**config.mk**
```make
export PLATFORM = sky130hd
export DESIGN_NAME = clink_frame_monitor
export DESIGN_NICKNAME = d
export VERILOG_FILES = /design/src/rtl/clink_frame_monitor.sv
export SDC_FILE = /design/constraint.sdc
export NUM_CORES = 1
export LEC_CHECK = 0
export BUFFER_PORTS_ARGS = -buffer_cell sky130_fd_sc_hd__buf_2
export CORE_ASPECT_RATIO = 1.75
export CORE_MARGIN = 2
export CORE_UTILIZATION = 30
export CTS_CLUSTER_SIZE = 30
export DETAILED_ROUTE_END_ITERATION = 8
export GPL_TIMING_DRIVEN = 0
export PLACE_DENSITY = 0.49
export SETUP_SLACK_MARGIN = 0.4
export SYNTH_ARGS = -nofsm -noshare
export SYNTH_HDL_FRONTEND = slang
export SYNTH_SLANG_ARGS = --single-unit
```
**constraint.sdc**
```tcl
create_clock -name clink_out_clk -period 8.2 [get_ports clink_out_clk]
set_clock_uncertainty 0.05 [all_clocks]
set_input_delay 0.82 -clock clink_out_clk [delete_from_list [all_inputs] [get_ports clink_out_clk]]
set_output_delay 0.82 -clock clink_out_clk [all_outputs]
set_load 0.005 [all_outputs]
```
**src/rtl/clink_frame_monitor.sv**
```systemverilog
// -----------------------------------------------------------------------------
// clink_frame_monitor
//
// Passive Camera Link frame monitor. Forwards fval/lval/data through a single
// register stage and measures the frame structure seen on the way through:
// pixels per line, lines per frame, peak pixel value and in-frame line gaps.
// Status is published once per closed line or frame. Sticky error flags flag
// anything that does not match the expected geometry.
//
// Parameters
//   LINE_WIDTH      expected pixels per line
//   FRAME_LINES     expected lines per frame
//   TIMEOUT_TICKS   longest tolerated in-frame gap between lines, in cycles
//
// Ports
//   clink_out_clk     clock, rising edge
//   rst               synchronous, active-high reset
//   in_fval/in_lval   frame/line valid from the upstream rate converter
//   in_data           pixel data, valid while in_lval=1
//   stat_clr          one-cycle pulse, clears frame_cnt and the err_* flags
//   out_fval/lval/data  inputs delayed by one cycle
//   frame_done        one-cycle pulse when a frame closes
//   frame_cnt         completed frames, wraps
//   last_line_len     pixel count of the most recently closed line
//   last_frame_lines  line count of the most recently closed frame
//   last_frame_max    peak pixel value of the most recently closed frame
//   err_line_len      sticky: a line closed with the wrong pixel count
//   err_frame_lines   sticky: a frame closed with the wrong line count
//   err_lval_nofval   sticky: lval seen outside fval
//   err_timeout       sticky: an in-frame line gap reached TIMEOUT_TICKS
// -----------------------------------------------------------------------------
module clink_frame_monitor #(
    parameter int unsigned LINE_WIDTH    = 640,
    parameter int unsigned FRAME_LINES   = 512,
    parameter int unsigned TIMEOUT_TICKS = 4000
) (
    input  logic        clink_out_clk,
    input  logic        rst,
    input  logic        in_fval,
    input  logic        in_lval,
    input  logic [15:0] in_data,
    input  logic        stat_clr,
    output logic        out_fval,
    output logic        out_lval,
    output logic [15:0] out_data,
    output logic        frame_done,
    output logic [15:0] frame_cnt,
    output logic [15:0] last_line_len,
    output logic [15:0] last_frame_lines,
    output logic [15:0] last_frame_max,
    output logic        err_line_len,
    output logic        err_frame_lines,
    output logic        err_lval_nofval,
    output logic        err_timeout
);

    localparam int unsigned GAP_W = (TIMEOUT_TICKS < 1) ? 1 : $clog2(TIMEOUT_TICKS + 1);
    localparam logic [GAP_W-1:0] GAP_MAX     = GAP_W'(TIMEOUT_TICKS);
    localparam logic [15:0]      LINE_W16    = 16'(LINE_WIDTH);
    localparam logic [15:0]      FRAME_L16   = 16'(FRAME_LINES);

    typedef enum logic [1:0] {
        StIdle,
        StFgap,
        StLine
    } state_t;

    // FSM and measurement state
    state_t             r_state;
    state_t             w_state_nxt;
    logic [15:0]        r_pix_cnt;
    logic [15:0]        w_pix_cnt_nxt;
    logic [15:0]        r_line_cnt;
    logic [15:0]        w_line_cnt_nxt;
    logic [GAP_W-1:0]   r_gap_cnt;
    logic [GAP_W-1:0]   w_gap_cnt_nxt;
    logic [15:0]        r_run_max;
    logic [15:0]        w_run_max_nxt;
    // Set once fval has been seen low after reset, so a frame already in
    // progress when reset is released is never picked up half-way.
    logic               r_armed;

    logic               w_line_close;
    logic               w_frame_close;
    logic               w_timeout_hit;
    logic               w_nofval;

    // Output registers
    logic               r_out_fval;
    logic               r_out_lval;
    logic [15:0]        r_out_data;
    logic               r_frame_done;
    logic [15:0]        r_frame_cnt;
    logic [15:0]        r_last_line_len;
    logic [15:0]        r_last_frame_lines;
    logic [15:0]        r_last_frame_max;
    logic               r_err_line_len;
    logic               r_err_frame_lines;
    logic               r_err_lval_nofval;
    logic               r_err_timeout;

    assign w_nofval = in_lval & ~in_fval;

    // Next-state and measurement logic
    always_comb begin
        w_state_nxt    = r_state;
        w_pix_cnt_nxt  = r_pix_cnt;
        w_line_cnt_nxt = r_line_cnt;
        w_gap_cnt_nxt  = r_gap_cnt;
        w_run_max_nxt  = r_run_max;
        w_line_close   = 1'b0;
        w_frame_close  = 1'b0;
        w_timeout_hit  = 1'b0;

        unique case (r_state)
            StIdle: begin
                if (in_fval && r_armed) begin
                    w_line_cnt_nxt = 16'd0;
                    w_gap_cnt_nxt  = '0;
                    if (in_lval) begin
                        w_state_nxt   = StLine;
                        w_pix_cnt_nxt = 16'd1;
                        w_run_max_nxt = in_data;
                    end else begin
                        w_state_nxt   = StFgap;
                        w_run_max_nxt = 16'd0;
                    end
                end
            end

            StFgap: begin
                if (!in_fval) begin
                    // Any lval here is an lval-without-fval pixel: not counted.
                    w_frame_close = 1'b1;
                    w_state_nxt   = StIdle;
                end else if (in_lval) begin
                    w_state_nxt   = StLine;
                    w_pix_cnt_nxt = 16'd1;
                    w_gap_cnt_nxt = '0;
                    if (in_data > r_run_max) begin
                        w_run_max_nxt = in_data;
                    end
                end else if (r_gap_cnt != GAP_MAX) begin
                    // Saturates, so the timeout flag fires only on the way in.
                    w_gap_cnt_nxt = r_gap_cnt + GAP_W'(1);
                    w_timeout_hit = (w_gap_cnt_nxt == GAP_MAX);
                end
            end

            StLine: begin
                if (in_fval && in_lval) begin
                    if (r_pix_cnt != 16'hFFFF) begin
                        w_pix_cnt_nxt = r_pix_cnt + 16'd1;
                    end
                    if (in_data > r_run_max) begin
                        w_run_max_nxt = in_data;
                    end
                end else begin
                    w_line_close  = 1'b1;
                    w_gap_cnt_nxt = '0;
                    if (r_line_cnt != 16'hFFFF) begin
                        w_line_cnt_nxt = r_line_cnt + 16'd1;
                    end
                    if (!in_fval) begin
                        // fval dropped mid-line: line and frame close together.
                        w_frame_close = 1'b1;
                        w_state_nxt   = StIdle;
                    end else begin
                        w_state_nxt   = StFgap;
                    end
                end
            end

            default: begin
                w_state_nxt = StIdle;
            end
        endcase
    end

    always_ff @(posedge clink_out_clk) begin
        if (rst) begin
            r_state            <= StIdle;
            r_pix_cnt          <= 16'd0;
            r_line_cnt         <= 16'd0;
            r_gap_cnt          <= '0;
            r_run_max          <= 16'd0;
            r_armed            <= 1'b0;
            r_out_fval         <= 1'b0;
            r_out_lval         <= 1'b0;
            r_out_data         <= 16'd0;
            r_frame_done       <= 1'b0;
            r_frame_cnt        <= 16'd0;
            r_last_line_len    <= 16'd0;
            r_last_frame_lines <= 16'd0;
            r_last_frame_max   <= 16'd0;
            r_err_line_len     <= 1'b0;
            r_err_frame_lines  <= 1'b0;
            r_err_lval_nofval  <= 1'b0;
            r_err_timeout      <= 1'b0;
        end else begin
            r_state    <= w_state_nxt;
            r_pix_cnt  <= w_pix_cnt_nxt;
            r_line_cnt <= w_line_cnt_nxt;
            r_gap_cnt  <= w_gap_cnt_nxt;
            r_run_max  <= w_run_max_nxt;
            r_armed    <= r_armed | ~in_fval;

            r_out_fval <= in_fval;
            r_out_lval <= in_lval;
            r_out_data <= in_data;

            r_frame_done <= w_frame_close;

            if (w_line_close) begin
                r_last_line_len <= r_pix_cnt;
            end
            if (w_frame_close) begin
                // w_line_cnt_nxt already includes a line closed this cycle.
                r_last_frame_lines <= w_line_cnt_nxt;
                r_last_frame_max   <= r_run_max;
            end

            // Clear first, then count/set, so a same-cycle event survives.
            r_frame_cnt <= (stat_clr ? 16'd0 : r_frame_cnt) + {15'd0, w_frame_close};

            r_err_line_len    <= (r_err_line_len & ~stat_clr)
                               | (w_line_close & (r_pix_cnt != LINE_W16));
            r_err_frame_lines <= (r_err_frame_lines & ~stat_clr)
                               | (w_frame_close & (w_line_cnt_nxt != FRAME_L16));
            r_err_lval_nofval <= (r_err_lval_nofval & ~stat_clr) | w_nofval;
            r_err_timeout     <= (r_err_timeout & ~stat_clr) | w_timeout_hit;
        end
    end

    assign out_fval         = r_out_fval;
    assign out_lval         = r_out_lval;
    assign out_data         = r_out_data;
    assign frame_done       = r_frame_done;
    assign frame_cnt        = r_frame_cnt;
    assign last_line_len    = r_last_line_len;
    assign last_frame_lines = r_last_frame_lines;
    assign last_frame_max   = r_last_frame_max;
    assign err_line_len     = r_err_line_len;
    assign err_frame_lines  = r_err_frame_lines;
    assign err_lval_nofval  = r_err_lval_nofval;
    assign err_timeout      = r_err_timeout;

endmodule
```
==> results.tsv, run 1 <==
stage	metric	value	unit
finish	Design Area, Final	8092	µm²
synthesis	Syn Nets	827	
route	first drt pass iteration count	4	
route	Vias/cell	4.834	
finish	Post-layout nets	952	
sta	min Tclk post-route	3.693	ns
cts	CTS resizes	0	
placed_design	GP Congestion	0.8422	
setup_path	worst path arrival time	4.00	ns
route	Remaining DRCs	0	
setup_path	crit end category	flip-flop	
grt	global route overflow	0	
placed_design	Detail Placement HPWL	14660	µm
sta	Post-Route Setup TNS	0	ns
status	status	finished clean	
synthesis	share of flip-flops with an asynchronous set or reset	0	%
cts	CTS buffer count	17	
synthesis	synthesized area	6583	µm²
placed_design	placed standard-cell area	7478	µm²
sta	Final period util	45.04	%
grt	vias in the first global route	5820	
sta	Hold Fails Final Rpt	0	
finish	fillers	2287	
route	Avg WL per Cell	15.76	µm
synthesis	Top FF cell, synth	dfxtp_1	
synthesis	register area share after synthesis	45.62	%
floorplan	Placeable Area	21500	µm²
floorplan	Die Y-Extent	200.0	µm
floorplan	Die Wd	116.0	µm
synthesis	cell taking the most area after synthesis	dfxtp_1	
pwr	Power Dens Cells	228.7	nW/µm²
setup_path	Critical Path Fanout Max	10	
floorplan	Core Rows	71	
synthesis	Yosys top cell area share	45.62	%
min_path	path category of the worst min-delay check	flip-flop to flip-flop	
pwr	Max IR drop VDD	0.0001092	V
cts	clk_lat worst skew	0.43	ns
synthesis	count of different cell masters after synthesis	57	
finish	final std cells w/o fill	1208	
min_path	WHS Path Cells	2	
cts	# Post-CTS Setup Buffers	0	
synthesis	number of enable flip-flop cells after synthesis	0	
sta	Worst slew margin	50.12	%
synthesis	flops & latches, synth	150	
sta	Final Setup Violations	0	
setup_path	Crit Path Category	flip-flop to flip-flop	
sta	RSZ-0062 raised after global routing	no	
grt	first-pass GRT wire length	30260	µm
cts	CTS HTree Levels	4	
sta	Pins Over Slew Limit	0	
floorplan	starting density of the core	30.62	%
grt	initial antenna violation count	0	
cts	cts hold-fix bufs	0	
placed_design	Port Buffers	106	
finish	Antenna Cells	0	
cts	clk sink count	150	
setup_path	Critical Path RT	8.50	ns
cts	CTS clk-pin slew, worst paths	0.06	ns
grt	overall routing resource usage	17.11	%
run	total of max-cap violations	0	
cts	Root Buffer	clkbuf_16	
route	ANT nets after route	0	
setup_path	CP startpoint kind	flip-flop	
placed_design	DP Cell Count	1177	
finish	synth-to-layout area growth	22.92	%
floorplan	I/O pins	108	
synthesis	synth top area cells	dfxtp_1 46%, nor2_1 6.4%, nand2_1 5.6%	
route	initial drt markers	285	
synthesis	Cells after Synth	779	
pwr	Total Power	1.850	mW
finish	register area	3003	µm²
route	vias	5840	
sta	Hold Slack	0.3983	ns
sta	Slew @ Worst Pin	0.7483	ns
cts	CTS tree	built	
finish	Multi-input gate area	3319	µm²
sta	FMAX	270.8	MHz
floorplan	DIE AREA	23190	µm²
grt	largest net degree at the start of global routing	17	
route	Total Routed Length	19040	µm
setup_path	cell depth of the worst flop-to-flop path	13	
finish	share of cells above drive strength 1	16.81	%
cts	clock buffer depth	2	
pwr	Lkg Pwr	3.210	nW
synthesis	Mean Syn Cell Area	8.450	µm²
synthesis	synth warn	0	
-- final timing paths --
check | startpoint | slack [ns] | to
worst min-delay path | last_frame_max[12] | 0.40 | last_frame_max[12]
worst min register to register | last_frame_max[12] | 0.40 | last_frame_max[12]
worst max-delay path | r_state[0] | 4.51 | frame_cnt[10]
worst max register to register | r_state[0] | 4.51 | frame_cnt[10]
-- cells in the mapped netlist, types with 13 or more instances --
| cell type | instances |
|---|---|
| a22o_1 | 16 |
| nand2_1 | 99 |
| a21oi_1 | 66 |
| nand3_1 | 28 |
| ha_1 | 27 |
| xor2_1 | 17 |
| clkbuf_1 | 25 |
| nor2b_1 | 26 |
| and3_1 | 14 |
| a22oi_1 | 14 |
| xnor2_1 | 13 |
| nand4_1 | 17 |
| inv_1 | 30 |
| nor2_1 | 112 |
| a211oi_1 | 13 |
| dfxtp_1 | 150 |
| o21ai_0 | 19 |
-- placed cells by master, fill, tap and decap left out, types with 26 or more instances in the layout --
| cell | Yosys | layout |
|---|---|---|
| ha_1 | 27 | 27 |
| inv_1 | 30 | 30 |
| buf_2 | 4 | 110 |
| nor2_1 | 112 | 112 |
| dfxtp_1 | 150 | 150 |
| clkbuf_1 | 25 | 28 |
| nor2b_1 | 26 | 26 |
| a21oi_1 | 66 | 66 |
| nand2_1 | 99 | 99 |
| nand3_1 | 28 | 28 |
-- cell families (layout without fill, tap and decap cells) --
| kind of cell | count (synthesis) | count (layout) | share of synthesized area [%] |
|---|---|---|---|
| buffers and inverters | 68 | 205 | 3.954 |
| flip-flops | 150 | 150 | 45.62 |
| XOR/XNOR | 30 | 30 | 3.992 |
| multiplexers | 10 | 10 | 1.692 |
| AO/OA/AOI/OAI | 154 | 154 | 15.00 |
| AND/OR/NAND/NOR | 340 | 340 | 24.62 |
| adder cells (fa/ha/maj) | 27 | 27 | 5.132 |
-- final cells by class --
cell class	instances	area share (%)
multi-input cells	561	41.02
well taps	292	4.515
clock inverters	11	2.180
flip-flops and latches	150	37.11
repair buffers	106	6.556
inverters	31	1.438
plain buffers	37	1.778
clock buffers	20	5.397
-- metrics by stage --
stage                     setup WS [ns]  utilization, %
after floorplan                   5.104               -
after detailed placement          4.494           34.79
after global placement            4.497           34.79
after global routing              4.137           37.64
after CTS                         4.522           37.64
final                             4.507           37.64
-- metal layers --
layer / GRT usage [%] / part of all wire (%)
met5: 0 / 0
met4: 7.540 / 2.6
met3: 3.351 / 4.2
met2: 33.29 / 55
met1: 17.16 / 38
-- power by group --
part           leakage, nW  internal (mW)  switching [mW]  total, mW
combinational         1.70         0.0846           0.163      0.247
sequential            1.22          0.759          0.0213      0.780
clock                0.295          0.510           0.314      0.823
-- flip-flops by register name (all words and copies together), names as in the netlist, 2 cells and up --
register and cells:
r_pix_cnt 16, r_run_max 16, r_state 2, last_frame_lines 16, out_data 16, last_frame_max 16, r_line_cnt 16, last_line_len 16
r_gap_cnt 12, frame_cnt 16
-- critical path, stage by stage (launching register included) --
cell,delay (ns)
dfxtp_1,0.35
inv_1,0.10
ha_1,0.15
clkbuf_1,0.36
nor2_1,0.08
or3_1,0.33
inv_1,0.14
clkbuf_1,0.41
buf_1,0.44
ha_1,0.27
ha_1,0.30
nand2_1,0.15
or3_1,0.33
a21oi_1,0.15
(Power assumes the default switching activity.)
==> run 2, diff against run 1 <==
Settings changed: PLACE_DENSITY 0.49 to 0.51.
Clock period 8.2 ns to 3.3 ns, I/O delays scaled along.
==> results.tsv, run 2 (synthesized netlist as in run 1, its figures left out) <==
stage	metric	value	unit	change
status	status	finished clean		
route	first drt pass iteration count	4		unchanged
floorplan	starting density of the core	30.62	%	unchanged
setup_path	worst path arrival time	3.06	ns	-0.94 ns
cts	Root Buffer	clkbuf_16		
floorplan	Core Rows	71		unchanged
grt	vias in the first global route	5839		+0.33%
setup_path	Crit Path Category	flip-flop to flip-flop		
grt	first-pass GRT wire length	30020	µm	-0.80%
finish	synth-to-layout area growth	25.03	%	
cts	CTS buffer count	17		unchanged
floorplan	DIE AREA	23190	µm²	unchanged
grt	largest net degree at the start of global routing	17		unchanged
setup_path	Crit path largest cell delay	0.44	ns	about the same
finish	Post-layout nets	954		+0.21%
cts	cts hold-fix bufs	0		unchanged
pwr	Power Dens Cells	552.1	nW/µm²	+140%
cts	clock buffer depth	2		unchanged
finish	Antenna Cells	0		unchanged
finish	share of cells above drive strength 1	20.24	%	+3.4 points
setup_path	CP max stage cell	or3b_4		
finish	most common cell after layout, fill and taps aside	dfxtp_1		
run	total of max-cap violations	0		unchanged
route	initial drt markers	298		+4.6%
setup_path	crit path cell chain	ha_4 -> nand2_2 -> nor4_4 -> or3b_4 -> mux2_4 -> a32oi_4 -> o2111a_1 -> nand4_1 -> o31a_1		
sta	min Tclk post-route	2.786	ns	-0.9073 ns
finish	most frequent cells in the layout	145 x dfxtp_1, 111 x buf_2, 110 x nor2_1, 98 x nand2_1, 65 x a21oi_1		
grt	overall routing resource usage	16.94	%	-0.17 points
cts	CTS clk-pin slew, worst paths	0.06	ns	about the same
sta	Post-Route Setup TNS	0	ns	unchanged
route	ANT nets after route	0		unchanged
floorplan	I/O pins	108		unchanged
sta	Hold Fails Final Rpt	0		unchanged
route	Vias/cell	4.812		-0.47%
min_path	path category of the worst min-delay check	input pin to flip-flop		
setup_path	crit end category	flip-flop		
sta	Final Setup Violations	0		unchanged
setup_path	Critical Path RT	3.58	ns	-4.92 ns
sta	Slew @ Worst Pin	0.8371	ns	+0.08888 ns
cts	CTS HTree Levels	4		unchanged
cts	clk sink count	150		unchanged
cts	clk_lat worst skew	0.43	ns	about the same
placed_design	Detail Placement HPWL	14380	µm	-1.9%
setup_path	CP top delay family	simple AND/OR/NAND/NOR gates		
setup_path	CP startpoint kind	flip-flop		
placed_design	Port Buffers	106		unchanged
setup_path	Critical Path Fanout Max	5		-5
sta	Worst slew margin	44.19	%	-5.9 points
floorplan	Die Y-Extent	200.0	µm	unchanged
route	Avg WL per Cell	15.59	µm	-1.1%
sta	RSZ-0062 raised after global routing	no		
route	Total Routed Length	18890	µm	-0.83%
cts	CTS tree	built		
pwr	Max IR drop VDD	0.0002986	V	+170%
sta	Pins Over Slew Limit	0		unchanged
sta	Final period util	84.41	%	+39 points
route	vias	5827		-0.22%
grt	initial antenna violation count	0		unchanged
setup_path	Worst Path Buf+Inv	0		-5
finish	Multi-input gate area	3440	µm²	+3.6%
placed_design	GP Congestion	0.8324		-1.2%
floorplan	Placeable Area	21500	µm²	unchanged
floorplan	Die Wd	116.0	µm	unchanged
grt	global route overflow	0		unchanged
finish	fillers	2309		+0.96%
sta	FMAX	359.0	MHz	+33%
finish	register area	3009	µm²	+0.21%
pwr	Lkg Pwr	3.229	nW	+0.59%
pwr	Total Power	4.544	mW	+150%
route	Remaining DRCs	0		unchanged
-- run 2: repair_timing --
item,4_1_cts,5_1_grt
pin swaps,0,2
gates resized for setup,21,23
endpoints found under the setup margin,33,35
buffers inserted,0,2
-- run 2: final timing paths --
check	start	end	slack [ns]	cells past startpoint
worst max register to register	r_line_cnt[0]	err_frame_lines	0.51	9
worst max-delay path	r_line_cnt[0]	err_frame_lines	0.51	9
worst min-delay path	in_data[14]	out_data[14]	0.13	2
worst min register to register	last_frame_max[14]	last_frame_max[14]	0.40	2
-- run 2: power by group --
group,total (mW),switching (mW),internal [mW]
clock network,1.94,0.788,1.15
logic,0.666,0.424,0.242
registers,1.94,0.0531,1.89
total,4.54,1.27,3.28
-- run 2: metrics by stage --
step           setup WS [ns]  cells  hold WS, ns  utilization (%)  instance area, µm²
5_1_grt               0.4037   1211       0.1246            38.28                8230
2_1_floorplan         0.4151    779       0.3579                -                6583
3_5_place_dp         -0.3014   1177       0.3946            34.79                7478
3_3_place_gp         -0.2751   1177       0.3913            34.79                7478
6_report              0.5144   1211       0.1321            38.28                8230
4_1_cts               0.3984   1209       0.1111            37.82                8130
-- run 2: per-layer routing --
metal | vias to the layer above | share of wire (%) | global-route usage [%]
met3 | 29 | 4.1 | 3.261
li1 | 2962 | - | -
met1 | 2716 | 39 | 17.45
met4 | 0 | 2.6 | 7.892
met5 | - | 0 | 0
met2 | 120 | 55 | 32.27
-- run 2: worst reg2reg max path, stage by stage (launching register included) --
cell      delay (ns)
dfxtp_2         0.39
ha_4            0.17
nand2_2         0.09
nor4_4          0.40
or3b_4          0.44
mux2_4          0.28
a32oi_4         0.24
o2111a_1        0.22
nand4_1         0.09
o31a_1          0.32
-- run 2: area by class of cell --
| class | count | share of cell area (%) |
|---|---|---|
| Multi-Input combinational cell | 561 | 41.79 |
| Sequential cell | 150 | 36.56 |
| Timing Repair Buffer | 108 | 6.628 |
| Clock buffer | 20 | 5.549 |
| Tap cell | 292 | 4.439 |
| Buffer | 37 | 2.052 |
| Clock inverter | 12 | 1.566 |
| Inverter | 31 | 1.414 |
==> run 3, diff against run 2 <==
Settings changed: PLACE_DENSITY 0.51 to 0.49.
Clock period 3.3 ns to 2.65 ns, I/O delays scaled along.
==> results.tsv, run 3 (synthesized netlist as in run 1, its figures left out) <==
stage	metric	value	unit	change
status	status	finished clean		
finish	Design Area, Final	9049	µm²	+9.9%
run	total of max-cap violations	0		unchanged
cts	clock buffer depth	2		unchanged
setup_path	worst path arrival time	2.77	ns	-0.29 ns
route	Vias/cell	4.856		+0.91%
setup_path	Crit Path Category	flip-flop to flip-flop		
sta	Hold Fails Final Rpt	0		unchanged
grt	largest net degree at the start of global routing	17		unchanged
route	initial drt markers	278		-6.7%
route	Total Routed Length	20420	µm	+8.1%
floorplan	DIE AREA	23190	µm²	unchanged
cts	CTS tree	built		
sta	min Tclk post-route	2.456	ns	-0.3297 ns
pwr	Power Dens Cells	680.8	nW/µm²	+23%
floorplan	Core Rows	71		unchanged
pwr	Clk pwr share	41.6	%	-1.0 points
pwr	Int Pwr	4.419	mW	+35%
cts	clk sink count	150		unchanged
grt	vias in the first global route	6090		+4.3%
cts	CTS HTree Levels	4		unchanged
cts	Root Buffer	clkbuf_16		
placed_design	placed standard-cell area	7651	µm²	+2.3%
floorplan	starting density of the core	30.62	%	unchanged
finish	fillers	2271		-1.6%
pwr	combinational share of power	19.1	%	+4.4 points
sta	RSZ-0062 raised after global routing	yes		
setup_path	cell mode on critical path	ha_4		
cts	CTS clk-pin slew, worst paths	0.07	ns	about the same
placed_design	pre-CTS WS	-0.3655	ns	-0.06414 ns
route	first drt pass iteration count	7		+3
finish	utilization after layout	42.09	%	+3.8 points
sta	Final Setup Violations	0		unchanged
grt	overall routing resource usage	18.17	%	+1.2 points
cts	clk_lat worst skew	0.44	ns	about the same
setup_path	crit path cell chain	inv_4 -> ha_4 -> clkinvlp_4 -> or3_4 -> inv_4 -> buf_8 -> buf_12 -> ha_4 -> ha_4 -> nand3_2 -> or3_1 -> a21oi_1		
finish	synth-to-layout area growth	37.46	%	
placed_design	GP Congestion	0.8610		+3.4%
sta	Hold Slack	0.05067	ns	-0.08143 ns
pwr	Sw Ratio	28.26	%	+0.41 points
sta	Slew @ Worst Pin	0.7757	ns	-0.06139 ns
floorplan	Die Y-Extent	200.0	µm	unchanged
grt	global route overflow	0		unchanged
pwr	Seq pwr share	39.3	%	-3.4 points
setup_path	CP max stage cell	dfxtp_4		
route	Avg WL per Cell	16.30	µm	+4.5%
setup_path	Critical Path Fanout Max	4		-1
placed_design	Detail Placement HPWL	14820	µm	+3.1%
finish	most common cell after layout, fill and taps aside	dfxtp_1		
route	vias	6084		+4.4%
floorplan	I/O pins	108		unchanged
finish	Post-layout nets	996		+4.4%
grt	first-pass GRT wire length	32260	µm	+7.4%
placed_design	DP Cell Count	1177		unchanged
grt	initial antenna violation count	0		unchanged
floorplan	Die Wd	116.0	µm	unchanged
cts	CTS buffer count	17		unchanged
sta	Pins Over Slew Limit	0		unchanged
route	Remaining DRCs	0		unchanged
setup_path	crit end category	flip-flop		
route	ANT nets after route	0		unchanged
min_path	path category of the worst min-delay check	input pin to flip-flop		
finish	share of cells above drive strength 1	31.74	%	+11 points
finish	most frequent cells in the layout	129 x dfxtp_1, 111 x buf_2, 101 x nor2_1, 93 x nand2_1, 65 x a21oi_1		
sta	Final period util	92.68	%	+8.3 points
setup_path	Crit path largest cell delay	0.38	ns	-0.06 ns
finish	Antenna Cells	0		unchanged
floorplan	Placeable Area	21500	µm²	unchanged
setup_path	Critical Path RT	2.97	ns	-0.61 ns
pwr	switching power	1.741	mW	+38%
sta	Setup WS post-layout	0.1941	ns	-0.3203 ns
finish	final std cells w/o fill	1253		+3.5%
sta	Worst slew margin	48.28	%	+4.1 points
pwr	Lkg Pwr	3.643	nW	+13%
pwr	Max IR drop VDD	0.0002744	V	-8.1%
sta	FMAX	407.2	MHz	+13%
placed_design	Port Buffers	106		unchanged
setup_path	CP startpoint kind	flip-flop		
[run 3: worst paths after layout]
| check | startpoint | to | slack, ns | depth (start not counted) |
|---|---|---|---|---|
| max | r_state[0] | frame_cnt[14] | 0.19 | 12 |
| min reg2reg | last_frame_max[2] | last_frame_max[2] | 0.40 | 2 |
| min | in_data[0] | out_data[0] | 0.05 | 3 |
| max reg2reg | r_state[0] | frame_cnt[14] | 0.19 | 12 |
[run 3: cell type report]
class	count	area (µm²)	area share (%)
Sequential cell	150	3047	33.67
Tap cell	292	365.4	4.038
Inverter	31	127.6	1.410
Buffer	37	234.0	2.586
Timing Repair Buffer	150	904.6	9.997
Clock buffer	19	452.9	5.006
Multi-Input combinational cell	561	3747	41.41
Clock inverter	13	170.2	1.881
[run 3: metal layers]
layer,global-route usage (%),vias up,part of all wire (%)
met2,34.81,108,56
li1,-,3038,-
met1,18.95,2908,39
met3,3.502,30,3.1
met4,7.496,0,2.3
met5,0,-,0
[run 3: critical path: cells and delay by family, from the launching register on]
kind,cells,cell delay [ns]
AO/OA/AOI/OAI,1,0.14
adder cells (fa/ha/maj),3,0.61
buffers and inverters,5,0.40
flip-flops,1,0.38
AND/OR/NAND/NOR,3,0.80
[run 3: per-stage QoR]
step	setup TNS [ns]	power [mW]
after global routing	0	6.449
after CTS	0	6.083
final	0	6.160
after floorplan	0	2.998
after detailed placement	-4.372	3.302
after global placement	-4.485	3.300
[run 3: what timing repair did]
action	4_1_cts	5_1_grt
pin swaps	18	36
gates cloned	0	1
gates resized for setup	67	63
endpoints found under the setup margin	107	83
hold buffers	0	0
hold endpoints to repair	0	0
setup buffers	24	19
[run 3: power groups by stage]
stage / Combinational [mW] / Clock, mW / Sequential [mW]
after CTS: 1.02 / 2.65 / 2.42
after floorplan: 0.544 / 0 / 2.45
after detailed placement: 0.832 / 0 / 2.47
after global placement: 0.832 / 0 / 2.47
final: 1.18 / 2.56 / 2.42
after global routing: 1.29 / 2.73 / 2.43
